**src/rtl/intr_ctrl_pkg.sv**
```systemverilog
// intr_ctrl_pkg: shared widths and one-hot source constants for the interrupt controller
package intr_ctrl_pkg;
  localparam int N_IRQ = 8;
  localparam int OVF_BIT = 0;
  localparam logic [N_IRQ-1:0] IRQ_OVF = N_IRQ'(1) << OVF_BIT;
  localparam logic [N_IRQ-1:0] IRQ_NONE = '0;
endpackage

```
**src/rtl/intr_ctrl_if.sv**
```systemverilog
// intr_ctrl_if: request/strobe/status bundle between the control unit (master) and intr_ctrl (slave)
interface intr_ctrl_if;
  import intr_ctrl_pkg::*;
  logic [N_IRQ-1:0] irq, s_calli, s_reti, mask_in, min_bit_s, min_bit_a, pending;
  logic mask_we, busy, spur_err;
  modport master(output irq, s_calli, s_reti, mask_we, mask_in,
                 input min_bit_s, min_bit_a, pending, busy, spur_err);
  modport slave(input irq, s_calli, s_reti, mask_we, mask_in,
                output min_bit_s, min_bit_a, pending, busy, spur_err);
endinterface

```
**src/rtl/intr_ctrl_lowbit_iso.sv**
```systemverilog
// lowbit_iso: isolates the lowest set bit of x_i as a one-hot y_o (zero when x_i is zero)
module lowbit_iso #(
  parameter int W = 8
) (
  input  logic [W-1:0] x_i,
  output logic [W-1:0] y_o
);
  assign y_o = x_i & (-x_i);
endmodule

```
**src/rtl/intr_ctrl.sv**
```systemverilog
// intr_ctrl: edge-latched interrupt controller with enable mask, in-service set and priority vectors
//   clk, reset : clock and synchronous active-high reset
//   bus        : intr_ctrl_if.slave (irq, s_calli, s_reti, mask_we, mask_in in;
//                min_bit_s, min_bit_a, pending, busy, spur_err out)
//   INTR_CTRL_SYNC_EN : when defined, irq crosses a 2-flop synchronizer (request latency 3 cycles)
module intr_ctrl
  import intr_ctrl_pkg::*;
#(
  parameter logic [N_IRQ-1:0] MASK_RST = IRQ_NONE
) (
  input logic        clk,
  input logic        reset,
  intr_ctrl_if.slave bus
);
  logic [N_IRQ-1:0] pending_q, pending_d, active_q, active_d, mask_q, mask_d, irq_q, irq_s, rise;
  logic spur_q, spur_d;
`ifdef INTR_CTRL_SYNC_EN
  logic [N_IRQ-1:0] sync1_q, sync2_q;
  assign irq_s = sync2_q;
`else
  assign irq_s = bus.irq;
`endif
  // bit 0 is the overflow source, raised only through s_calli
  assign rise = irq_s & ~irq_q & mask_q & ~IRQ_OVF;
  // a mask write takes effect on pending in the same cycle it is written
  assign mask_d = bus.mask_we ? bus.mask_in & ~IRQ_OVF : mask_q;
  assign pending_d = (pending_q & ~bus.s_calli & mask_d) | rise;
  assign active_d = (active_q & ~bus.s_reti) | bus.s_calli;
  assign spur_d = spur_q | (|(bus.s_reti & ~active_q));
  always_ff @(posedge clk) begin
    if (reset) begin
      pending_q <= IRQ_NONE;
      active_q  <= IRQ_NONE;
      mask_q    <= MASK_RST & ~IRQ_OVF;
      irq_q     <= IRQ_NONE;
      spur_q    <= 1'b0;
`ifdef INTR_CTRL_SYNC_EN
      sync1_q   <= IRQ_NONE;
      sync2_q   <= IRQ_NONE;
`endif
    end else begin
      pending_q <= pending_d;
      active_q  <= active_d;
      mask_q    <= mask_d;
      irq_q     <= irq_s;
      spur_q    <= spur_d;
`ifdef INTR_CTRL_SYNC_EN
      sync1_q   <= bus.irq;
      sync2_q   <= sync1_q;
`endif
    end
  end
  lowbit_iso #(.W(N_IRQ)) u_iso_s (.x_i(pending_q), .y_o(bus.min_bit_s));
  lowbit_iso #(.W(N_IRQ)) u_iso_a (.x_i(active_q), .y_o(bus.min_bit_a));
  assign bus.pending = pending_q;
  assign bus.busy = |active_q;
  assign bus.spur_err = spur_q;
endmodule
```
**src/flat_wrapper.sv**
```systemverilog
// flat-port wrapper written by rule: the top's interface ports become plain ports
module intr_ctrl_flat import intr_ctrl_pkg::*;
#(
  parameter logic [N_IRQ-1:0] MASK_RST = IRQ_NONE
)
  (clk, reset, bus_irq, bus_s_calli, bus_s_reti, bus_mask_we, bus_mask_in, bus_min_bit_s, bus_min_bit_a, bus_pending, bus_busy, bus_spur_err);
  intr_ctrl_if bus_i ();
  input logic clk;
  input logic reset;
  input wire logic [$bits(bus_i.irq)-1:0] bus_irq;
  input wire logic [$bits(bus_i.s_calli)-1:0] bus_s_calli;
  input wire logic [$bits(bus_i.s_reti)-1:0] bus_s_reti;
  input wire logic [$bits(bus_i.mask_we)-1:0] bus_mask_we;
  input wire logic [$bits(bus_i.mask_in)-1:0] bus_mask_in;
  output wire logic [$bits(bus_i.min_bit_s)-1:0] bus_min_bit_s;
  output wire logic [$bits(bus_i.min_bit_a)-1:0] bus_min_bit_a;
  output wire logic [$bits(bus_i.pending)-1:0] bus_pending;
  output wire logic [$bits(bus_i.busy)-1:0] bus_busy;
  output wire logic [$bits(bus_i.spur_err)-1:0] bus_spur_err;
  assign bus_i.irq = bus_irq;
  assign bus_i.s_calli = bus_s_calli;
  assign bus_i.s_reti = bus_s_reti;
  assign bus_i.mask_we = bus_mask_we;
  assign bus_i.mask_in = bus_mask_in;
  assign bus_min_bit_s = bus_i.min_bit_s;
  assign bus_min_bit_a = bus_i.min_bit_a;
  assign bus_pending = bus_i.pending;
  assign bus_busy = bus_i.busy;
  assign bus_spur_err = bus_i.spur_err;
  intr_ctrl #(.MASK_RST(MASK_RST)) u_core (.clk(clk), .reset(reset), .bus(bus_i));
endmodule
```
**config.mk**
```make
export PLATFORM = sky130hd
export DESIGN_NAME = intr_ctrl_flat
export DESIGN_NICKNAME = d
export VERILOG_FILES = /design/src/rtl/intr_ctrl_pkg.sv /design/src/rtl/intr_ctrl_if.sv /design/src/rtl/intr_ctrl_lowbit_iso.sv /design/src/rtl/intr_ctrl.sv /design/src/flat_wrapper.sv
export SDC_FILE = /design/constraint.sdc
export NUM_CORES = 1
export LEC_CHECK = 0
export ABC_AREA = 0
export ABC_CLOCK_PERIOD_IN_PS = 1670
export BUFFER_PORTS_ARGS = -buffer_cell sky130_fd_sc_hd__buf_2
export CAP_MARGIN = 20
export CORE_UTILIZATION = 45
export CTS_CLUSTER_DIAMETER = 50
export DETAILED_ROUTE_END_ITERATION = 8
export PLACE_DENSITY = 0.78
export SYNTH_ARGS = -nofsm -noshare
export SYNTH_HDL_FRONTEND = slang
export SYNTH_SLANG_ARGS = --single-unit
```
**constraint.sdc**
```tcl
create_clock -name clk -period 1.67 [get_ports clk]
set_input_delay 0.334 -clock clk [delete_from_list [all_inputs] [get_ports clk]]
set_output_delay 0.334 -clock clk [all_outputs]
set_load 0.02 [all_outputs]
```
# Word level (Yosys, flattened, before mapping)
# Index checks and enable logic that the tools add are counted.
dict set report totals {
  ff_bits 33
  elab_cells 25
}
dict set report classes {
  n_bitwise 15
  n_mux 1
  n_reduce_logical 2
  add_sub_neg 2
}
# operator count
set ops {}
lappend ops {{bitwise AND 8 bit} 8}
lappend ops {{inverter 8 bit} 4}
lappend ops {{negation 8 bit} 2}
lappend ops {{bitwise OR 8 bit} 2}
lappend ops {{OR reduction 8 bit} 2}
lappend ops {{two-way mux 8 bit} 1}
lappend ops {{bitwise OR 1 bit} 1}

# Logic depth before layout (Yosys ltp)
# Gate-level depths: netlist (run 1).
dict set report logic_depth {
  ltp_word 4
  ltp_mapped 4
}

# By module
# Synthesis (run 1) repeated with hierarchy kept, for this count alone.
dict set report unflattened {
  cells_unflattened 132
  hier_area_um2 1311.3
}
# module area_per_inst_um2 cells_per_inst n_inst
set modules_own_cells {}
lappend modules_own_cells {intr_ctrl 1151.1 112 1}
lappend modules_own_cells {lowbit_iso 80.1 10 2}

# Worst setup path after synthesis (run 1)
# No wires, ideal clock.
dict set report synth_timing {
  kind {register -> output}
  from {reg u_core.pending_q[0], in the netlist u_core.bus.pending[0]}
  to {out bus_min_bit_s[5]}
  path_slack_ns -0.190
  arrival_ns 1.526
  path_stages_with_launch 3
  path_buffers 0
  path_cell_list {dfxtp_1 -> or4_4 -> nor3b_1}
}
dict set report synth_via {
  elab_chain_len 2
}
# item line_no
set synth_lines {}
lappend synth_lines {{from (decl)} intr_ctrl.sv:15} ;# logic [N_IRQ-1:0] pending_q, pending_d, active_q, active_d, mask_q, mask_d, irq_q, irq_s, rise;
lappend synth_lines {{from (signal assigned)} intr_ctrl.sv:42} ;# pending_q <= pending_d;
lappend synth_lines {{negation 8 bit} intr_ctrl_lowbit_iso.sv:8} ;# assign y_o = x_i & (-x_i);
lappend synth_lines {{bitwise AND 8 bit} intr_ctrl_lowbit_iso.sv:8}
lappend synth_lines {{to (decl)} flat_wrapper.sv:15} ;# output wire logic [$bits(bus_i.min_bit_s)-1:0] bus_min_bit_s;
# Every way passes these cells.

# Final worst setup path (run 1)
# Ends and elaborated chain as after synthesis.

==> impl_metrics.yaml, run 1 <==
worst_setup_path:
  crit_type: "reg -> out"
  cpMostUsedCell: "buf_4"
  worstPathRequired_ns: 1.34
  cp-start-kind: "flip-flop"
  cp_cell_sequence: "or4_4 > buf_4 > nor3b_2 > buf_4"
  cp_data_arrival_time_ns: 1.69
  ff2ff_setup_slack_ns: 0.44
  cp_max_fo: 3
  cp-end-kind: "primary output"
  crit_path_max_incr_delay_ns: 0.57
  crit_slowest_cell: "or4_4"
clocking:
  clk_pin_slew_ns: 0.10
  clock_latency_ns: 0.33
  hold_buffers: 0
  clockRootBuffer: "clkbuf_4"
  cts_tree: "yes"
  cts-buffers-inserted: 5
  ctsHtreeMaxLevel: 2
  clockBufferDepth: 2
  clock-sinks: 32
outcome:
  violations: "negative setup slack"
  status: "complete, but fails checks"
routing:
  drt_iter0_drc: 19
  wirelength_um: 3150
  num_vias: 1159
  via_per_inst: 4.95
  drc: 0
  wire_per_inst_um: 13.4
  dr.pass1.iters: 4
  ant_nets: 0
synthesis:
  ys_seq_area_share_pct: 50.4
  yosys_warnings: 0
  synth_area_leaders: "dfxtp_1 50%, nor2b_1 6.9%, mux2i_1 5.5%"
  syn_inst: 132
  yosysMostFrequentCell: "dfxtp_1"
  ys.flop_type: "dfxtp_1"
  syn_nets: 167
  synth-edff-count: 0
  netlist_area_um2: 1270
  synthArstFlopShare_pct: 0
  yosys-top-cells-count: "32 x dfxtp_1, 17 x inv_1, 17 x nor2_1"
  synth.avg_cell_area_um2: 9.63
  synth_top_area_share_pct: 50.4
  synth_top_area_cell: "dfxtp_1"
  ys_types: 27
  ys_ff_latch: 32
sta:
  finalSetupViolCount: 8
  tightest_slew_ns: 0.461
  fin_crit_ns: 2.03
  fin_hold_ws_ns: 0.208
  relSlewSlack_pct: 69.3
  maxSlewViolCount: 0
  finalCritPeriodShare_pct: 121
  setup_tns_ns: -2.11
  clock-skew-final_ns: 0.00737
  setup_ws_ns: -0.359
  hold_violations: 0
  max_freq_ghz: 0.493
  rsz0062_at_grt: "true"
die:
  dieArea_um2: 3040
  initial_core_util_pct: 49.5
  rows: 18
  core_um2: 2570
  fp.dieH_um: 55.2
  io_pins: 61
  fp.dieW_um: 55.2
final_layout:
  drive_above_1_share_pct: 46.6
  num_antenna_cells: 0
  fin_area_um2: 1840
  final_nets: 238
  postLayoutCoreUtil_pct: 71.5
  syn2layout_area_growth_pct: 44.4
  stdcell_count: 234
placed_design:
  finalWeightedCongestion: 0.762
  place_area_um2: 1650
  dpl.hpwl_um: 2290
  place_inst: 224
  place_ws_ns: 0.00405
  port_buffers: 58
power:
  pwr_density_cell_nw_per_um2: 828
  power.total_mw: 1.52
  p_leak_nw: 0.911
  ir_drop_uv: 713
run:
  drv_cap: 0
grt:
  grt_usage_pct: 22.3
  antenna_found_initial: 0
  grt_remaining_overflow: 0
  grt_max_degree: 26
  grt_pass1_vias: 1058
  grt_pass1_wl_um: 4510
worst_hold_path:
  hp-class: "in -> reg"
==> final timing paths <==
kind,startpoint,to,cells after the start
max reg2reg,u_core.active_q[5],u_core.bus.spur_err,3
max,u_core.bus.pending[0],bus_min_bit_s[5],4
min reg2reg,u_core.mask_q[0],u_core.mask_q[0],1
min,bus_s_calli[4],u_core.bus.pending[4],2
==> flip-flops by register name, summed over array words and instances (netlist names) <==
| name | cells |
|---|---|
| u_core.mask_q | 8 |
| u_core.active_q | 8 |
| u_core.bus.pending | 8 |
| u_core.irq_q | 7 |
| u_core.bus.spur_err | 1 |
==> worst max-delay path: cells and delay by family, from the launching register on <==
kind | cells | cell delay (ns)
flops | 1 | 0.33
buf+inv | 2 | 0.32
simple gates | 2 | 0.72
==> final cells by class <==
type | count | area [um^2]
Clock buffer | 6 | 51.3
Clock inverter | 2 | 10.0
Fill cell | 210 | 732
Sequential cell | 32 | 647
Multi-Input combinational cell | 78 | 608
Timing Repair Buffer | 69 | 418
Tap cell | 30 | 37.5
Inverter | 17 | 63.8
==> what timing repair did <==
item | CTS | global route
pin swaps | 2 | 3
setup buffers | 0 | 2
endpoints found under the setup margin | 8 | 12
gates resized for setup | 18 | 11
==> routing by layer <==
metal | vias up | wire length (um) | GRT usage [%]
met2 | 38 | 1600 | 40.6
met5 | - | 0 | 0
met4 | 0 | 43 | 7.50
met1 | 524 | 1310 | 23.6
met3 | 5 | 188 | 7.92
li1 | 592 | - | -
==> cell families (layout without fill, tap and decap cells) <==
| family | count (synthesis) | after routing | synth area share (%) |
|---|---|---|---|
| buf+inv | 22 | 94 | 7.38 |
| flops | 32 | 32 | 50.4 |
| compound gates | 20 | 20 | 11.7 |
| simple gates | 51 | 51 | 25.0 |
| mux | 7 | 7 | 5.51 |
==> power breakdown <==
group          total [mW]  internal, mW  leakage [nW]  switching [mW]
Combinational       0.235         0.117         0.607           0.118
Sequential          0.828         0.801         0.266          0.0269
Clock               0.457         0.200        0.0380           0.257
Total                1.52          1.12         0.911           0.402
==> cell usage in the layout, fill, tap and decap left out, types with 2 or more instances in the layout <==
master,n
nor2b_1,14
buf_4,14
dfxtp_1,27
inv_1,17
o22ai_1,2
clkinv_2,2
nand2b_1,2
and3b_2,2
nor3b_1,3
nor3b_2,2
buf_2,49
a32o_1,6
clkbuf_4,5
nor2_1,16
buf_6,6
a21oi_1,8
dfxtp_2,5
mux2i_1,7
nor4b_4,2
Power figures use the tool's default switching activity.
==> run 2, diff against run 1 <==
--- a/config.mk
+++ b/config.mk
@@ -12,7 +12,8 @@
 export CORE_UTILIZATION = 45
 export CTS_CLUSTER_DIAMETER = 50
 export DETAILED_ROUTE_END_ITERATION = 8
-export PLACE_DENSITY = 0.78
+export PLACE_DENSITY = 0.8
+export SETUP_SLACK_MARGIN = 0.4
 export SYNTH_ARGS = -nofsm -noshare
 export SYNTH_HDL_FRONTEND = slang
 export SYNTH_SLANG_ARGS = --single-unit
==> run 2 against run 1 <==
  * The flow still finishes with violations (negative setup slack)
  * Fmax rose by 0.11%
  * Die area did not move
  * Clock power rose by 2%
  * Core utilization rose by 7.3 points
  * First-iteration DRC count fell by 11%
  * Register-to-register slack got worse by 0.06 ns
  * Total power rose by 3.3%
  * Highest routed layer unchanged
  * Final area rose by 10%
  * Hold slack improved by 0.0077 ns
  * Sequential power barely moved
==> impl_metrics.yaml, run 2 (synthesized netlist as in run 1, its figures left out) <==
grt:
  grt_remaining_overflow: 0
  grt_max_degree: 26
  grt_pass1_wl_um: 5090
  gr-usage-met3_pct: 9.56
  grt_pass1_vias: 1186
  antenna_found_initial: 0
  grt_usage_pct: 24.8
  gr-usage-met2_pct: 43.2
  grtUsageMet1_pct: 26.6
  grt_busiest_layer: "met2"
clocking:
  ctsHtreeMaxLevel: 2
  clockRootBuffer: "clkbuf_4"
  clockBufferDepth: 2
  cts_tree: "yes"
  hold_buffers: 0
  cts-buffers-inserted: 5
  clock_latency_ns: 0.34
  clock-sinks: 32
  clk_pin_slew_ns: 0.09
sta:
  hold_violations: 0
  maxSlewViolCount: 0
  tightest_slew_ns: 0.447
  clock-skew-final_ns: 0.00873
  fin_crit_ns: 2.03
  fin_hold_ws_ns: 0.216
  max_freq_ghz: 0.493
  finalCritPeriodShare_pct: 121
  rsz0062_at_grt: "true"
  finalSetupViolCount: 9
  setup_ws_ns: -0.357
  relSlewSlack_pct: 70.2
placed_design:
  port_buffers: 58
  place_ws_ns: -0.0324
  dpl.hpwl_um: 2340
  place_inst: 224
  finalWeightedCongestion: 0.736
power:
  ir_drop_uv: 670
  p_leak_nw: 0.973
  pwr_density_cell_nw_per_um2: 776
die:
  io_pins: 61
  fp.dieH_um: 55.2
  rows: 18
  initial_core_util_pct: 49.5
  core_um2: 2570
  dieArea_um2: 3040
  fp.dieW_um: 55.2
worst_setup_path:
  crit_slowest_cell: "or4_4"
  cp_data_arrival_time_ns: 1.69
  worstPathRequired_ns: 1.34
  cp-start-kind: "flip-flop"
  cp_cell_sequence: "or4_4 > nor3_4 > and3b_2 > buf_6"
  cp_max_fo: 3
  crit_type: "reg -> out"
  cp-end-kind: "primary output"
  crit_path_max_incr_delay_ns: 0.58
routing:
  dr.pass1.iters: 4
  num_vias: 1210
  wirelength_um: 3400
  via_per_inst: 5.04
  drt_iter0_drc: 17
  ant_nets: 0
  drc: 0
  wire_per_inst_um: 14.1
run:
  drv_cap: 0
final_layout:
  multi_input_area_um2: 641
  final_nets: 244
  num_antenna_cells: 0
  final_common_cell: "buf_2"
  n_fill_cell: 180
  stdcell_count: 240
  final_cell_mix: "36 x buf_2, 25 x buf_6, 22 x dfxtp_1, 17 x inv_1, 15 x nor2_1"
  regArea_um2: 653
  syn2layout_area_growth_pct: 59.2
  postLayoutCoreUtil_pct: 78.8
  drive_above_1_share_pct: 52.9
outcome:
  violations: "negative setup slack"
  status: "complete, but fails checks"
worst_hold_path:
  hp-class: "in -> reg"
[run 2: changes by cell type in the layout (fill, tap and decap cells not counted), sizes merged]
| cell | previous run | this run |
|---|---|---|
| buf | 69 | 74 |
| clkbuf | 6 | 7 |
[run 2: worst max-delay path: cells and delay by family, from the launching register on]
kind | cells | cell delay, ns
buffers and inverters | 1 | 0.11
DFF | 1 | 0.33
and+or+nand+nor | 3 | 0.92
[run 2: worst paths after layout]
path	slack, ns	start	cells past startpoint	endpoint
worst min register to register	0.48	u_core.mask_q[0]	1	u_core.mask_q[0]
worst min-delay path	0.22	bus_s_calli[4]	2	u_core.bus.pending[4]
worst max-delay path	-0.36	u_core.bus.pending[3]	4	bus_min_bit_s[7]
worst max register to register	0.38	u_core.active_q[5]	3	u_core.bus.spur_err
[run 2: timing repair]
| item | in CTS | in global routing |
|---|---|---|
| pin swaps | 5 | 9 |
| resized for setup | 51 | 16 |
| cloned | 0 | 0 |
| buffers inserted | 5 | 3 |
| setup endpoints to repair | 22 | 23 |
[run 2: per-stage QoR]
step | TNS [ns] | power (mW) | area, um^2
after floorplan | 0 | 0.958 | 1310
after global placement | 0 | 1.04 | 1670
after detailed placement | -0.0411 | 1.05 | 1670
after CTS | -2.32 | 1.56 | 1940
after global routing | -2.97 | 1.64 | 2020
final | -2.29 | 1.57 | 2020
[run 2: report_power, final]
part | total [mW] | internal, mW | leakage [nW] | switching, mW
clock network | 0.467 | 0.200 | 0.0380 | 0.267
registers | 0.831 | 0.802 | 0.268 | 0.0291
logic | 0.272 | 0.143 | 0.667 | 0.129
total | 1.57 | 1.15 | 0.973 | 0.425
[run 2: cell type report]
type / count / area share (%)
sequential: 32 / 32.3
multi-input combinational: 78 / 31.7
timing repair buffer: 75 / 28.0
inverter: 17 / 3.15
clock buffer: 6 / 2.54
tap: 30 / 1.86
clock inverter: 2 / 0.495
[run 2: layer usage]
metal  share of wire (%)  vias to the layer above
met5                   0                        -
met4                 2.3                        0
met3                 6.2                       10
met2                  50                       48
met1                  41                      551
li1                    -                      601
